## src/rtl/event_indicator_pkg.sv

```systemverilog
// Event indicator shared definitions.
// Board-level defaults for the blink phase length and queue depth.
package event_indicator_pkg;

  localparam int unsigned EVI_N_DEF      = 16;
  localparam int unsigned EVI_PEND_W_DEF = 4;

endpackage

```

## src/rtl/event_indicator.sv

```systemverilog
// Event indicator: stretches 1-cycle event strobes into LED blinks.
// One ON/GAP blink per event; events arriving mid-blink queue up.
module event_indicator
  import event_indicator_pkg::*;
#(
  parameter int unsigned N      = EVI_N_DEF,
  parameter int unsigned PEND_W = EVI_PEND_W_DEF
) (
  input  logic              clk,
  input  logic              reset,
  input  logic              event_in,
  input  logic              clear,
  output logic              led,
  output logic              busy,
  output logic [PEND_W-1:0] pending,
  output logic              overflow
);

  localparam logic [1:0] S_IDLE = 2'd0;
  localparam logic [1:0] S_ON   = 2'd1;
  localparam logic [1:0] S_GAP  = 2'd2;

  localparam logic [N-1:0]      T_ONE = {{(N-1){1'b0}}, 1'b1};
  localparam logic [PEND_W-1:0] P_ONE = {{(PEND_W-1){1'b0}}, 1'b1};

  logic [1:0]        state_q, state_d;
  logic [N-1:0]      timer_q, timer_d;
  logic [PEND_W-1:0] pend_q, pend_d;
  logic              ovf_q, ovf_d;
  logic              led_q, led_d;

  logic term;
  logic gap_term;
  logic pend_nz;
  logic inc;
  logic dec;

  assign term     = (timer_q == '1);
  assign gap_term = (state_q == S_GAP) && term;
  assign pend_nz  = (pend_q != '0);

  always_ff @(posedge clk or posedge reset) begin
    if (reset) begin
      state_q <= S_IDLE;
      timer_q <= '0;
      pend_q  <= '0;
      ovf_q   <= 1'b0;
      led_q   <= 1'b0;
    end else begin
      state_q <= state_d;
      timer_q <= timer_d;
      pend_q  <= pend_d;
      ovf_q   <= ovf_d;
      led_q   <= led_d;
    end
  end

  always_comb begin
    state_d = state_q;
    unique case (state_q)
      S_IDLE: if (event_in) state_d = S_ON;
      S_ON:   if (term) state_d = S_GAP;
      S_GAP:  if (term) state_d = (pend_nz || event_in) ? S_ON : S_IDLE;
      default: state_d = S_IDLE;
    endcase
    if (clear) state_d = S_IDLE;

    if (clear || (state_d != state_q) || (state_q == S_IDLE))
      timer_d = '0;
    else
      timer_d = timer_q + T_ONE;

    // An event landing on an empty GAP end starts the next blink directly.
    inc = event_in && !clear && (state_q != S_IDLE)
       && !(gap_term && !pend_nz);
    dec = gap_term && pend_nz;

    pend_d = pend_q;
    ovf_d  = ovf_q;
    if (clear) begin
      pend_d = '0;
      ovf_d  = 1'b0;
    end else if (inc && !dec) begin
      if (pend_q == '1) ovf_d = 1'b1;
      else pend_d = pend_q + P_ONE;
    end else if (dec && !inc) begin
      pend_d = pend_q - P_ONE;
    end

    led_d = (state_d == S_ON);
  end

  always_comb begin
    led      = led_q;
    busy     = (state_q != S_IDLE);
    pending  = pend_q;
    overflow = ovf_q;
  end

endmodule
```

## config.mk

```make
export PLATFORM = sky130hd
export DESIGN_NAME = event_indicator
export DESIGN_NICKNAME = d
export VERILOG_FILES = /design/src/rtl/event_indicator_pkg.sv /design/src/rtl/event_indicator.sv
export SDC_FILE = /design/constraint.sdc
export NUM_CORES = 1
export LEC_CHECK = 0
export BUFFER_PORTS_ARGS = -buffer_cell sky130_fd_sc_hd__buf_4
export CAP_MARGIN = 0
export CORE_MARGIN = 8
export CORE_UTILIZATION = 55
export CTS_CLUSTER_SIZE = 8
export DETAILED_ROUTE_END_ITERATION = 16
export PLACE_DENSITY = 0.83
export SETUP_SLACK_MARGIN = 0.05
export SLEW_MARGIN = 20
export SYNTH_ARGS = -nofsm -noshare
export SYNTH_HDL_FRONTEND = slang
export SYNTH_SLANG_ARGS = --single-unit
```

## constraint.sdc

```tcl
create_clock -name clk -period 3.9 [get_ports clk]
set_input_delay 0.78 -clock clk [delete_from_list [all_inputs] [get_ports clk]]
set_output_delay 0.78 -clock clk [all_outputs]
set_load 0.01 [all_outputs]
```

==> results of run 1 <==
==> cells in the mapped netlist, types with 2 or more instances <==
master | count | area (µm²)
or2_2 | 2 | 12.5
o21ai_0 | 2 | 10.0
nor2_1 | 25 | 93.8
ha_1 | 3 | 37.5
a21oi_1 | 2 | 10.0
inv_1 | 8 | 30.0
nand3_1 | 4 | 20.0
a21o_1 | 2 | 15.0
nand2_1 | 12 | 45.0
nand4_1 | 2 | 12.5
mux2_4 | 2 | 30.0
dfrtp_1 | 24 | 601
and4_1 | 2 | 17.5
nor4_4 | 2 | 42.5
xnor2_1 | 9 | 78.8
a221oi_1 | 2 | 17.5
xor2_1 | 8 | 70.1
==> state kept, by name, indices dropped and copies added, names as in the netlist <==
signal and flops:
led 1, overflow 1, pending 4, state_q 2, timer_q 16
==> cells in the final DEF (no fill, tap or decap), types with 3 or more instances in the layout <==
| cell type | netlist | layout |
|---|---|---|
| nor2_1 | 25 | 25 |
| nand3_1 | 4 | 4 |
| inv_1 | 8 | 8 |
| nand2_1 | 12 | 12 |
| ha_1 | 3 | 3 |
| clkbuf_4 | 0 | 3 |
| xor2_1 | 8 | 8 |
| xnor2_1 | 9 | 9 |
| dfrtp_1 | 24 | 24 |
| buf_4 | 0 | 10 |
==> through the flow <==
stage	total power, W	worst slack, ns	hold slack [ns]	std cells	utilization, %
2_1_floorplan	0.000294	1.18	0.443	134	-
3_3_place_gp	0.000305	1.15	0.470	171	60.0
3_5_place_dp	0.000307	1.01	0.490	171	60.0
4_1_cts	0.000489	1.05	0.508	175	62.2
5_1_grt	0.000501	0.835	0.529	175	62.2
6_report	0.000485	1.08	0.507	175	62.2
==> path summary, 6_finish.rpt <==
| check | depth (start not counted) | slack (ns) | start | end |
|---|---|---|---|---|
| worst max-delay path | 11 | 1.08 | timer_q[0]$_DFF_PP0_ | pending[3]$_DFFE_PP0P_ |
| worst min-delay path | 1 | 0.51 | timer_q[0]$_DFF_PP0_ | timer_q[0]$_DFF_PP0_ |
| worst max register to register | 11 | 1.08 | timer_q[0]$_DFF_PP0_ | pending[3]$_DFFE_PP0P_ |
| worst min register to register | 1 | 0.51 | timer_q[0]$_DFF_PP0_ | timer_q[0]$_DFF_PP0_ |
| max in group asynchronous | 2 | 2.73 | reset | state_q[1]$_DFF_PP0_ |
| min in group asynchronous | 2 | 0.63 | reset | timer_q[12]$_DFF_PP0_ |
==> report_power, final <==
part	switching [W]	internal, W	leakage, nW	total [W]
logic	0.0000249	0.0000191	0.356	0.0000439
clock network	0.0000793	0.000104	0.0279	0.000183
registers	0.00000494	0.000253	0.331	0.000258
total	0.000109	0.000376	0.715	0.000485
==> metal layers <==
metal  vias to the layer above  wire length [µm]  GRT usage [%]
li1                        473                 -              -
met1                       474              1100           15.0
met4                         0                52           5.87
met5                         -                 0              0
met2                        19              1260           22.4
met3                         6               117           4.75
==> area by class of cell <==
type                            instances  area, µm²  area share, %
Clock buffer                            3       22.5           1.49
Clock inverter                          1       30.0           1.99
Inverter                                8       30.0           1.99
Multi-Input combinational cell         99        717           47.4
Sequential cell                        24        601           39.7
Tap cell                               30       37.5           2.48
Timing Repair Buffer                   10       75.1           4.96
==> cell families after synthesis <==
kind of cell / count (synthesis)
buffers and inverters: 11
AND/OR/NAND/NOR: 62
flip-flops: 24
adder cells (fa/ha/maj): 4
XOR/XNOR: 17
multiplexers: 3
AO/OA/AOI/OAI: 13
==> worst reg2reg max path, stage by stage, from the launching register on <==
cell,delay (ns)
dfrtp_1,0.44
ha_1,0.24
nand3_1,0.31
nor4_4,0.10
a21oi_2,0.35
inv_1,0.13
ha_1,0.30
a21o_1,0.18
a21o_1,0.19
a311o_1,0.31
o31a_1,0.10
o211ai_1,0.09
==> metrics.txt, run 1 <==
slew margin rel.=40.7%; Worst path slowest cell=dfrtp_1; design area=1510 µm²; Total Neg Setup Slack=0 ns; Worst Path Max Fanout=6; FP Rows=18; Die Area=4360 µm²; mean number of vias per cell=5.55; Area Growth Syn to Fin=9.81%; Inserted Clock Buffers=3; post-CTS setup buffer count=0; part of the Yosys area used for sequential elements=43.6%; crit path kind=flop to flop; Filler cells=213; XOR/XNOR share of the synthesized area=10.8%; setup repair after global routing missed its margin=false; Netlist cell types=40; clk root buf=clkbuf_4; H-tree Lvls=1; syn_area_per_cell=10.3 µm²; Compound-Gate Fraction of Synth Area=7.72%; Pwr Density=321 nW/µm²; Routed WL=2530 µm; crit path cell chain=ha_1, nand3_1, nor4_4, a21oi_2, inv_1, ha_1, a21o_1, a21o_1, a311o_1, o31a_1, o211ai_1; Gate Count Post-Synth=134; Hold Fails Final Rpt=0; vias=972; Synth Register Bits=24; vias in the first global route=1016; Hold WC Path Type=flop to flop; CTS tree=built; DRT iter0 DRCs=39; Worst Skew=0.00171 ns; initial antenna violation count=0; Synth Warn #=0; Mapped Area=1380 µm²; CTS resizes=0; final setup vio count=0; die height=66.0 µm; IO Count=11; mux share of post-synthesis cell area=2.91%; Die X=66.0 µm; CP Buf/Inv Count=1; slowest stage delay, CP=0.44 ns; Largest delay share family, worst path=compound AO/OA/AOI/OAI gates; clk buf depth=2; port bufs=10; fin. max-slew vios=0; Peak VDD IR=0.000262 V; ys flop type=dfrtp_1; Post-Syn Nets=142; drt pass-1 iters=4; Hold Buf Count CTS=0; final period demand of the worst path=2.82 ns; first-pass GRT wire length=4590 µm; total placed instance area=1460 µm²; number of clock sinks=24; core area=2430 µm²; Post-synth EDFFs=0; fraction of layout cells with a size suffix above 1=20.0%; Max-Cap Viols=0; CP startpoint kind=flop; area share of fa/ha/maj cells after synthesis=4.18%; Worst Setup End Kind=flop; clk_lat worst skew=0.32 ns; total grt overflow=0; ys async rst share=100%; period utilization=72.3%; # nets final=154; total global-route track usage=13.4%; Final GP Congestion=0.860; post-synthesis simple-gate area fraction=26.4%; DP HPWL=1880 µm; Routed WL per cell=14.5 µm; Least-Margin Pin Slew=0.888 ns; Worst Path Arrival=3.07 ns; status=completed; Antenna Cells=0; largest family of logic cells by synthesized area=simple AND/OR/NAND/NOR gates; number of routed nets with antenna violations=0; largest net degree at the start of global routing=25; DRC violations left=0; Req. time, crit path=4.15 ns; initial core utilization=56.6%; Clock transition at path regs=0.14 ns; leakage power=0.715 nW; FMAX=355 MHz
Note: power is estimated with default switching activity, not from simulation.
==> run 2: changes to the inputs <==
Settings changed: ABC_AREA set to 1, CORE_UTILIZATION 55 to 53.
Clock period 3.9 ns to 2.36 ns, I/O delays scaled along.
==> metrics.txt, run 2 <==
Area Growth Syn to Fin=12.4%; ys async rst share=100%; Total Neg Setup Slack=0 ns; initial core utilization=53.9%; Hold Fails Final Rpt=0; Most flops, register=timer_q; most used cells in the layout excluding fill and tap cells=nand2_1 (35), inv_1 (24), dfrtp_1 (24); Synth Register Bits=24; Post-synth EDFFs=0; slew margin rel.=79.4%; final setup vio count=0; Final GP Congestion=0.812; vias in the first global route=1134; fin. max-slew vios=0; setup repair after global routing missed its margin=false; Gate Count Post-Synth=172; Largest delay share family, worst path=simple AND/OR/NAND/NOR gates; Worst Path Max Fanout=5; Req. time, crit path=2.58 ns; Post-Syn Nets=180; clk root buf=clkbuf_4; Netlist cell types=29; syn_area_per_cell=8.34 µm²; leakage power=0.769 nW; area share of fa/ha/maj cells after synthesis=4.01%; total grt overflow=0; status=completed; FP Rows=19; max reg flops=16; Clock transition at path regs=0.13 ns; post-synthesis simple-gate area fraction=37.4%; slowest stage delay, CP=0.38 ns; Antenna Cells=0; Max-Cap Viols=0; clk_lat worst skew=0.31 ns; fin cells=220; Routed WL per cell=12.5 µm; # nets final=198; most frequent cell on the critical path=nand2_1; period utilization=90.1%; initial antenna violation count=0; Synth Warn #=0; CP startpoint kind=flop; Hold Slack=0.187 ns; Die X=68.0 µm; Inserted Clock Buffers=3; Worst Skew=0.00226 ns; port bufs=10; mux share of post-synthesis cell area=0%; total global-route track usage=13.5%; fraction of layout cells with a size suffix above 1=24.9%; Filler cells=237; most common cell in the synthesized netlist=nand2_1; CTS tree=built; vias=1152; Compound-Gate Fraction of Synth Area=4.45%; Mapped Area=1440 µm²; Pwr Density=556 nW/µm²; Routed WL=2740 µm; Hold WC Path Type=input pin to async pin; XOR/XNOR share of the synthesized area=4.27%; top post-synthesis cells by count=nand2_1 (35), dfrtp_1 (24), inv_1 (24); core area=2660 µm²; DRC violations left=0; DRT iter0 DRCs=107; Cells after DPL=213; first-pass GRT wire length=4830 µm; Least-Margin Pin Slew=0.309 ns; Yosys top cell area share=41.8%; H-tree Lvls=1; largest family of logic cells by synthesized area=simple AND/OR/NAND/NOR gates; Worst Path Arrival=2.35 ns; ys flop type=dfrtp_1; number of routed nets with antenna violations=0; number of clock sinks=24; Worst Setup End Kind=flop; FMAX=470 MHz; mean number of vias per cell=5.24; Peak VDD IR=0.000407 V; CP Buf/Inv Count=1; Hold Buf Count CTS=0; part of the Yosys area used for sequential elements=41.8%; largest area contributor in the netlist=dfrtp_1; die height=68.0 µm; crit path cell chain=ha_2, nand3_2, nor2_2, nand3_2, nand2_4, ha_1, nand2_1, nand4_1, nand2_1, inv_1, nand3_1, nand2_1, nand3_1, nand2_1; most common library cell in the layout ignoring fill and taps=nand2_1; clk buf depth=2; crit path kind=flop to flop; Worst path slowest cell=dfrtp_1; largest net degree at the start of global routing=25; top cells by area, synth=dfrtp_1 (42%), nand2_1 (9.2%), inv_1 (6.3%), nor2_1 (5.8%), nand3_1 (3.8%); Die Area=4630 µm²; IO Count=11; final period demand of the worst path=2.13 ns; drt pass-1 iters=4; DP HPWL=2110 µm
run 2: cell count changes after synthesis, moves of 5 or more:
cell     delta
nand3_1     +7
nor3b_1     +5
nand2_2     +6
nand2_1    +23
inv_1      +16
xnor2_1     -7
run 2: through the flow:
step / instance area [µm²] / setup slack, ns / total power, W / util [%]
6_report: 1610 / 0.233 / 0.000897 / 60.6
5_1_grt: 1610 / 0.0543 / 0.000946 / 60.6
4_1_cts: 1580 / 0.0673 / 0.000901 / 59.3
3_5_place_dp: 1540 / 0.0839 / 0.000687 / 57.9
3_3_place_gp: 1540 / 0.319 / 0.000667 / 57.9
2_1_floorplan: 1440 / 0.398 / 0.000609 / -
run 2: timing repair:
action                     4_1_cts  5_1_grt
buffers inserted                 0        3
setup endpoints to repair        0        1
gates resized for setup          0        3
run 2: cell families after synthesis:
logic type,count (synthesis)
and+or+nand+nor,101
buffers and inverters,27
DFF,24
AOI/OAI and AO/OA,9
xor gates and xnor gates,7
adders and majority gates,4
run 2: final timing paths:
kind | start | to | slack [ns] | cells past startpoint
hold reg to reg | overflow$_DFFE_PP0P_ | overflow$_DFFE_PP0P_ | 0.51 | 1
hold / removal | reset | overflow$_DFFE_PP0P_ | 0.19 | 3
setup / recovery | timer_q[0]$_DFF_PP0_ | pending[3]$_DFFE_PP0P_ | 0.23 | 14
min in group clk | clear | state_q[1]$_DFF_PP0_ | 0.34 | 2
setup reg to reg | timer_q[0]$_DFF_PP0_ | pending[3]$_DFFE_PP0P_ | 0.23 | 14
max in group asynchronous | reset | timer_q[4]$_DFF_PP0_ | 1.94 | 3
run 2: final cells by class:
class | instances | area, µm² | area share (%)
flip-flops and latches | 24 | 601 | 37.2
multi-input cells | 121 | 732 | 45.4
well taps | 31 | 38.8 | 2.40
clock buffers | 4 | 36.3 | 2.25
repair buffers | 14 | 105 | 6.52
inverters | 26 | 100 | 6.21
run 2: worst reg2reg max path, delay by kind of cell, from the launching register on:
family	cells	cell delay, ns
AND/OR/NAND/NOR	11	1.12
adder cells (fa/ha/maj)	2	0.47
flip-flops	1	0.38
buffers and inverters	1	0.05
run 2: power by group:
| group | internal, W | switching, W |
|---|---|---|
| registers | 0.000431 | 0.0000265 |
| clock network | 0.0000942 | 0.000122 |
| logic | 0.0000899 | 0.000134 |
run 2: metal layers:
layer | vias up | GRT usage [%] | share of wire, %
met5 | - | 0 | 0
met3 | 4 | 2.95 | 4.8
li1 | 575 | - | -
met2 | 24 | 22.6 | 49
met1 | 549 | 15.8 | 45
met4 | 0 | 6.91 | 1.1
